File: config.mk
export PLATFORM = sky130hd
export DESIGN_NAME = mat_vec_ctrl_flat
export DESIGN_NICKNAME = d
export VERILOG_FILES = /design/src/rtl/mat_vec_ctrl_pkg.sv /design/src/rtl/mat_vec_ctrl_if.sv /design/src/rtl/mat_vec_ctrl.sv /design/src/flat_wrapper.sv
export SDC_FILE = /design/constraint.sdc
export NUM_CORES = 1
export LEC_CHECK = 0
export ABC_CLOCK_PERIOD_IN_PS = 2540
export BUFFER_PORTS_ARGS = -buffer_cell sky130_fd_sc_hd__buf_4
export CAP_MARGIN = 40
export CORE_AREA = 8 8 174 176
export CTS_CLUSTER_DIAMETER = 40
export DETAILED_ROUTE_END_ITERATION = 10
export DIE_AREA = 0 0 182 184
export HOLD_SLACK_MARGIN = 0.03
export PLACE_DENSITY = 0.67
export SYNTH_ARGS = -nofsm -noshare
export SYNTH_HDL_FRONTEND = slang
export SYNTH_SLANG_ARGS = --single-unit
File: constraint.sdc
create_clock -name clk -period 2.54 [get_ports clk]
set_input_delay 0.127 -clock clk [delete_from_list [all_inputs] [get_ports clk]]
set_output_delay 0.127 -clock clk [all_outputs]
set_load 0.02 [all_outputs]
File: src/rtl/mat_vec_ctrl_pkg.sv
// Shared types and job-layout constants for the mat-vec sequencer.
// Exports the FSM state enum, matrix geometry and the 7-bit byte-index width.
package mat_vec_ctrl_pkg;

  typedef enum logic [2:0] {
    IDLE,
    CLR,
    REQ,
    RESP,
    WAIT_BUSY,
    WAIT_DONE,
    HOLD
  } ctrl_state_t;

  localparam int NUM_ROWS   = 8;
  localparam int ROW_LEN    = 8;
  localparam int JOB_BYTES  = NUM_ROWS * ROW_LEN + ROW_LEN;
  localparam int B_BASE_IDX = NUM_ROWS * ROW_LEN;
  localparam int IDX_W      = 7;

endpackage

File: src/rtl/mat_vec_ctrl_if.sv
// Memory read port plus result valid/ready bundle for mat_vec_ctrl.
// master = controller side, slave = memory / result consumer side.
interface mat_vec_ctrl_if #(
  parameter int DATA_WIDTH = 8,
  parameter int ADDR_WIDTH = 16
);
  localparam int RES_W = 8 * 3 * DATA_WIDTH;

  logic                  mem_req;
  logic [ADDR_WIDTH-1:0] mem_addr;
  logic                  mem_gnt;
  logic                  mem_rvalid;
  logic [DATA_WIDTH-1:0] mem_rdata;

  logic                  res_valid;
  logic                  res_ready;
  logic [RES_W-1:0]      res_data;

  modport master (
    output mem_req, mem_addr, res_valid, res_data,
    input  mem_gnt, mem_rvalid, mem_rdata, res_ready
  );

  modport slave (
    input  mem_req, mem_addr, res_valid, res_data,
    output mem_gnt, mem_rvalid, mem_rdata, res_ready
  );
endinterface

File: src/rtl/mat_vec_ctrl.sv
// Job sequencer for the 8x8 mat-vec MAC: clear, fetch 72 bytes, route to
// A-row/B FIFOs, wait for done, hold results. Ports: clk/rst/start/base_addr,
// busy/err status, bus (memory + result handshake), FIFO strobes, Clr, done/out_flat.
module mat_vec_ctrl
  import mat_vec_ctrl_pkg::*;
#(
  parameter int DATA_WIDTH = 8,
  parameter int ADDR_WIDTH = 16,
  parameter int TIMEOUT    = 1024
) (
  input  logic                             clk,
  input  logic                             rst,
  input  logic                             start,
  input  logic [ADDR_WIDTH-1:0]            base_addr,
  output logic                             busy,
  output logic                             err,
  mat_vec_ctrl_if.master                   bus,
  output logic [NUM_ROWS-1:0]              a_wren,
  output logic [DATA_WIDTH-1:0]            a_fifo_in,
  output logic                             b_wren,
  output logic [DATA_WIDTH-1:0]            b_fifo_in,
  output logic                             Clr,
  input  logic                             done,
  input  logic [NUM_ROWS*3*DATA_WIDTH-1:0] out_flat
);

  localparam int RES_W = NUM_ROWS * 3 * DATA_WIDTH;
  localparam int CNT_W = $clog2(TIMEOUT + 1);

  ctrl_state_t           state_q, state_d;
  logic [ADDR_WIDTH-1:0] base_q, base_d;
  logic [IDX_W-1:0]      idx_q, idx_d;
  logic [CNT_W-1:0]      cnt_q, cnt_d;
  logic                  err_q, err_d;
  logic [NUM_ROWS-1:0]   a_wren_q, a_wren_d;
  logic [DATA_WIDTH-1:0] a_in_q, a_in_d;
  logic                  b_wren_q, b_wren_d;
  logic [DATA_WIDTH-1:0] b_in_q, b_in_d;
  logic                  res_valid_q, res_valid_d;
  logic [RES_W-1:0]      res_data_q, res_data_d;
  logic                  tmo;

  assign tmo = (cnt_q == CNT_W'(TIMEOUT - 1));

  always_comb begin
    state_d     = state_q;
    base_d      = base_q;
    idx_d       = idx_q;
    cnt_d       = cnt_q;
    err_d       = err_q;
    a_wren_d    = '0;
    a_in_d      = a_in_q;
    b_wren_d    = 1'b0;
    b_in_d      = b_in_q;
    res_valid_d = res_valid_q;
    res_data_d  = res_data_q;
    unique case (state_q)
      IDLE: begin
        if (start) begin
          base_d  = base_addr;
          idx_d   = '0;
          err_d   = 1'b0;
          state_d = CLR;
        end
      end
      CLR: state_d = REQ;
      REQ: begin
        if (bus.mem_gnt) state_d = RESP;
      end
      RESP: begin
        if (bus.mem_rvalid) begin
          if (idx_q < IDX_W'(B_BASE_IDX)) begin
            a_wren_d = NUM_ROWS'(1) << idx_q[5:3];
            a_in_d   = bus.mem_rdata;
          end else begin
            b_wren_d = 1'b1;
            b_in_d   = bus.mem_rdata;
          end
          idx_d = idx_q + 1'b1;
          cnt_d = '0;
          if (idx_q == IDX_W'(JOB_BYTES - 1)) state_d = WAIT_BUSY;
          else state_d = REQ;
        end
      end
      // done may still be high from the previous job; wait for it to fall
      WAIT_BUSY: begin
        cnt_d = cnt_q + 1'b1;
        if (tmo) begin
          err_d   = 1'b1;
          state_d = IDLE;
        end else if (!done) begin
          state_d = WAIT_DONE;
        end
      end
      WAIT_DONE: begin
        cnt_d = cnt_q + 1'b1;
        if (done) begin
          res_data_d  = out_flat;
          res_valid_d = 1'b1;
          state_d     = HOLD;
        end else if (tmo) begin
          err_d   = 1'b1;
          state_d = IDLE;
        end
      end
      HOLD: begin
        if (bus.res_ready) begin
          res_valid_d = 1'b0;
          state_d     = IDLE;
        end
      end
      default: state_d = IDLE;
    endcase
  end

  always_ff @(posedge clk) begin
    if (rst) begin
      state_q     <= IDLE;
      base_q      <= '0;
      idx_q       <= '0;
      cnt_q       <= '0;
      err_q       <= 1'b0;
      a_wren_q    <= '0;
      a_in_q      <= '0;
      b_wren_q    <= 1'b0;
      b_in_q      <= '0;
      res_valid_q <= 1'b0;
      res_data_q  <= '0;
    end else begin
      state_q     <= state_d;
      base_q      <= base_d;
      idx_q       <= idx_d;
      cnt_q       <= cnt_d;
      err_q       <= err_d;
      a_wren_q    <= a_wren_d;
      a_in_q      <= a_in_d;
      b_wren_q    <= b_wren_d;
      b_in_q      <= b_in_d;
      res_valid_q <= res_valid_d;
      res_data_q  <= res_data_d;
    end
  end

  assign busy          = (state_q != IDLE);
  assign err           = err_q;
  assign Clr           = (state_q == CLR);
  assign bus.mem_req   = (state_q == REQ);
  assign bus.mem_addr  = base_q + ADDR_WIDTH'(idx_q);
  assign a_wren        = a_wren_q;
  assign a_fifo_in     = a_in_q;
  assign b_wren        = b_wren_q;
  assign b_fifo_in     = b_in_q;
  assign bus.res_valid = res_valid_q;
  assign bus.res_data  = res_data_q;

endmodule

File: src/flat_wrapper.sv
// flat-port wrapper written by rule: the top's interface ports become plain ports
module mat_vec_ctrl_flat import mat_vec_ctrl_pkg::*;
#(
  parameter int DATA_WIDTH = 8,
  parameter int ADDR_WIDTH = 16,
  parameter int TIMEOUT    = 1024
)
  (clk, rst, start, base_addr, busy, err, a_wren, a_fifo_in, b_wren, b_fifo_in, Clr, done, out_flat, bus_mem_req, bus_mem_addr, bus_res_valid, bus_res_data, bus_mem_gnt, bus_mem_rvalid, bus_mem_rdata, bus_res_ready);
  mat_vec_ctrl_if #(.DATA_WIDTH(DATA_WIDTH), .ADDR_WIDTH(ADDR_WIDTH)) bus_i ();
  input  logic clk;
  input  logic rst;
  input  logic start;
  input  logic [ADDR_WIDTH-1:0] base_addr;
  output logic busy;
  output logic err;
  output logic [NUM_ROWS-1:0] a_wren;
  output logic [DATA_WIDTH-1:0] a_fifo_in;
  output logic b_wren;
  output logic [DATA_WIDTH-1:0] b_fifo_in;
  output logic Clr;
  input  logic done;
  input  logic [NUM_ROWS*3*DATA_WIDTH-1:0] out_flat;
  output wire logic [$bits(bus_i.mem_req)-1:0] bus_mem_req;
  output wire logic [$bits(bus_i.mem_addr)-1:0] bus_mem_addr;
  output wire logic [$bits(bus_i.res_valid)-1:0] bus_res_valid;
  output wire logic [$bits(bus_i.res_data)-1:0] bus_res_data;
  input wire logic [$bits(bus_i.mem_gnt)-1:0] bus_mem_gnt;
  input wire logic [$bits(bus_i.mem_rvalid)-1:0] bus_mem_rvalid;
  input wire logic [$bits(bus_i.mem_rdata)-1:0] bus_mem_rdata;
  input wire logic [$bits(bus_i.res_ready)-1:0] bus_res_ready;
  assign bus_mem_req = bus_i.mem_req;
  assign bus_mem_addr = bus_i.mem_addr;
  assign bus_res_valid = bus_i.res_valid;
  assign bus_res_data = bus_i.res_data;
  assign bus_i.mem_gnt = bus_mem_gnt;
  assign bus_i.mem_rvalid = bus_mem_rvalid;
  assign bus_i.mem_rdata = bus_mem_rdata;
  assign bus_i.res_ready = bus_res_ready;
  mat_vec_ctrl #(.DATA_WIDTH(DATA_WIDTH), .ADDR_WIDTH(ADDR_WIDTH), .TIMEOUT(TIMEOUT)) u_core (.clk(clk), .rst(rst), .start(start), .base_addr(base_addr), .busy(busy), .err(err), .bus(bus_i), .a_wren(a_wren), .a_fifo_in(a_fifo_in), .b_wren(b_wren), .b_fifo_in(b_fifo_in), .Clr(Clr), .done(done), .out_flat(out_flat));
endmodule
==> flow_summary.json <==
{
  "ir_worst_vdd_mv": 0.549,
  "yosys.area.top_type_share_pct": 53.7,
  "dieArea_sq_um": 33500,
  "cp-end-kind": "output pin",
  "place.gp.congestion": 0.838,
  "grt_first_pass_wirelength_mm": 59.9,
  "slew_headroom_pct": 51.0,
  "drc": 0,
  "initial_core_util_pct": 34.7,
  "fillers": 2179,
  "antenna_found_initial": 3,
  "hold_viol": 0,
  "hold_path.startpoint": "bus_mem_gnt",
  "layout.nets": 2091,
  "syn_to_final_growth_pct": 78.3,
  "fin_crit_ns": 2.46,
  "fp.dieW_um": 182,
  "arrival_ns": 2.33,
  "final_common_cell": "buf_4",
  "crit_path_start": "u_core.idx_q[0]",
  "grt-ovfl-total": 0,
  "tightest_slew_ns": 0.734,
  "numClockSinks": 256,
  "place_ws_ns": 0.430,
  "antenna_left": 0,
  "fin_ws_ns": 0.0843,
  "grt_util_all_layers_pct": 21.7,
  "synth_edf_count": 0,
  "drtIter0Drc": 634,
  "fin_skew_ns": 0.0157,
  "io_pins": 461,
  "hp-class": "in -> reg",
  "clkLatencyLatePin_ns": 0.51,
  "leakage_uw": 0.00706,
  "synth_nets": 1437,
  "path_clk_slew_ns": 0.06,
  "placed_cells": 1939,
  "syn_area_sq_um": 9540,
  "cts_buffers": 40,
  "rows": 61,
  "num_vias": 10800,
  "syn_area_per_cell_sq_um": 7.92,
  "grt_max_degree": 140,
  "core_sq_um": 27500,
  "dp_hpwl_mm": 24.3,
  "critical_path_class": "reg -> out",
  "layout-drive-gt1-share_pct": 30.0,
  "fin_setup_tns_ns": 0,
  "r2r_start": "u_core.state_q[1]",
  "setup.worst_path.start_class": "flip-flop",
  "power.density_nw_per_um2": 629,
  "placed_area_sq_um": 13300,
  "root_buffer": "clkbuf_16",
  "ys.flop_type": "dfxtp_1",
  "die_y_um": 184,
  "status": "completed",
  "finalInstanceArea_sq_um": 17000,
  "cts_max_path_buffers": 3,
  "yosysWarningCount": 0,
  "fin_total_pwr_uw": 10700,
  "setup_violations": 0,
  "synthArstFlopShare_pct": 0,
  "drt_first_pass_iters": 5,
  "htree_levels": 2,
  "required_ns": 2.41,
  "io_buffers": 460,
  "grt_pass1_vias": 11000,
  "yosysTopAreaCell": "dfxtp_1",
  "detail_route.wl_per_cell_um": 17.3,
  "cts_tree": "yes",
  "viasPerCell": 4.83,
  "synth_area_leaders": "dfxtp_1 54%, nand2_1 18%, a21oi_1 13%, buf_2 2.4%, clkbuf_1 1.4%",
  "max_freq_mhz": 407,
  "ys_seq_area_share_pct": 53.7,
  "drt_wl_total_mm": 38.8,
  "ys_types": 50,
  "layout.cells.non_filler": 2238,
  "period_share_pct": 96.7,
  "syn_inst": 1204,
  "maxCapViolCount": 0,
  "ys_ff_latch": 256,
  "crit_path_max_fanout": 5,
  "layout_common_cells": "468 x buf_4, 456 x nand2_1, 253 x dfxtp_1",
  "slew_violations": 0
}
worst max-delay path: stages, from the launching register on:
cell and delay (ns):
dfxtp_1 0.35, ha_2 0.24, fa_2 0.38, a21oi_4 0.20, o221a_4 0.24, nor3_2 0.05
xor2_1 0.19, buf_4 0.18
metrics by stage:
step / hold WS (ns) / util (%)
final: 0.0798 / 61.9
after global routing: 0.0953 / 61.9
after CTS: 0.0484 / 61.6
after detailed placement: 0.381 / 48.2
after global placement: 0.374 / 48.2
after floorplan: 0.263 / -
layer usage:
metal / global-route usage, % / routed length, um
met5: 0 / 0
met4: 9.08 / 1440
met3: 7.55 / 3490
met2: 36.8 / 18700
met1: 24.7 / 15200
path summary, 6_finish.rpt:
path,end,slack [ns],cells after the start
min,u_core.state_q[0],0.08,5
min reg2reg,u_core.bus.res_data[40],0.45,2
max,bus_mem_addr[10],0.08,7
max reg2reg,u_core.base_q[0],0.28,5
synthesized netlist by cell type (all sizes together), types with 2 or more instances:
library cell	number
mux2i	2
nand2	456
xor2	12
buf	48
or4	3
nand2b	6
inv	7
a21oi	239
nor2	36
o211ai	6
nor3b	2
nand4	8
nand3b	2
or2	2
xnor2	9
o31ai	2
a2111oi	2
nand3	18
o21ai	3
or3	3
o2111ai	2
and4b	2
a211oi	3
dfxtp	256
a31oi	2
clkbuf	36
and3	2
ha	9
nor3	11
o21bai	2
power by group:
group	internal [uW]	total [uW]	leakage [uW]	switching [uW]
Sequential	4040	4080	0.00207	34.2
Combinational	527	849	0.00429	322
Clock	3790	5780	0.000708	1980
registers in the layout (all words and copies together) (netlist names):
signal,cells
u_core.bus.res_valid,1
u_core.a_wren,8
u_core.b_wren,1
u_core.bus.res_data,192
u_core.cnt_q,11
u_core.idx_q,7
u_core.state_q,3
u_core.base_q,16
u_core.a_fifo_in,8
u_core.err,1
u_core.b_fifo_in,8
cells by family after synthesis:
| family | synth area share, % |
|---|---|
| xor+xnor | 1.93 |
| mux | 0.210 |
| buf+inv | 4.22 |
| fa+ha+maj | 1.39 |
| flops | 53.7 |
| compound gates | 15.0 |
| simple gates | 23.6 |
cell type report:
| cell class | count | area, sq um | share of cell area [%] |
|---|---|---|---|
| timing repair buffer | 696 | 5860 | 34.4 |
| tap | 346 | 433 | 2.55 |
| antenna | 3 | 7.51 | 0.0441 |
| sequential | 256 | 5130 | 30.2 |
| multi-input combinational | 857 | 4110 | 24.2 |
| inverter | 7 | 26.3 | 0.155 |
| clock inverter | 23 | 310 | 1.82 |
| clock buffer | 50 | 1130 | 6.65 |
repair_timing:
action	CTS	global route
cloned	0	0
hold endpoints to repair	240	0
hold buffers	221	0
buffers inserted	1	1
setup endpoints to repair	8	9
pin swaps	2	1
resized for setup	6	10
Note: power is estimated with default switching activity, not from simulation.
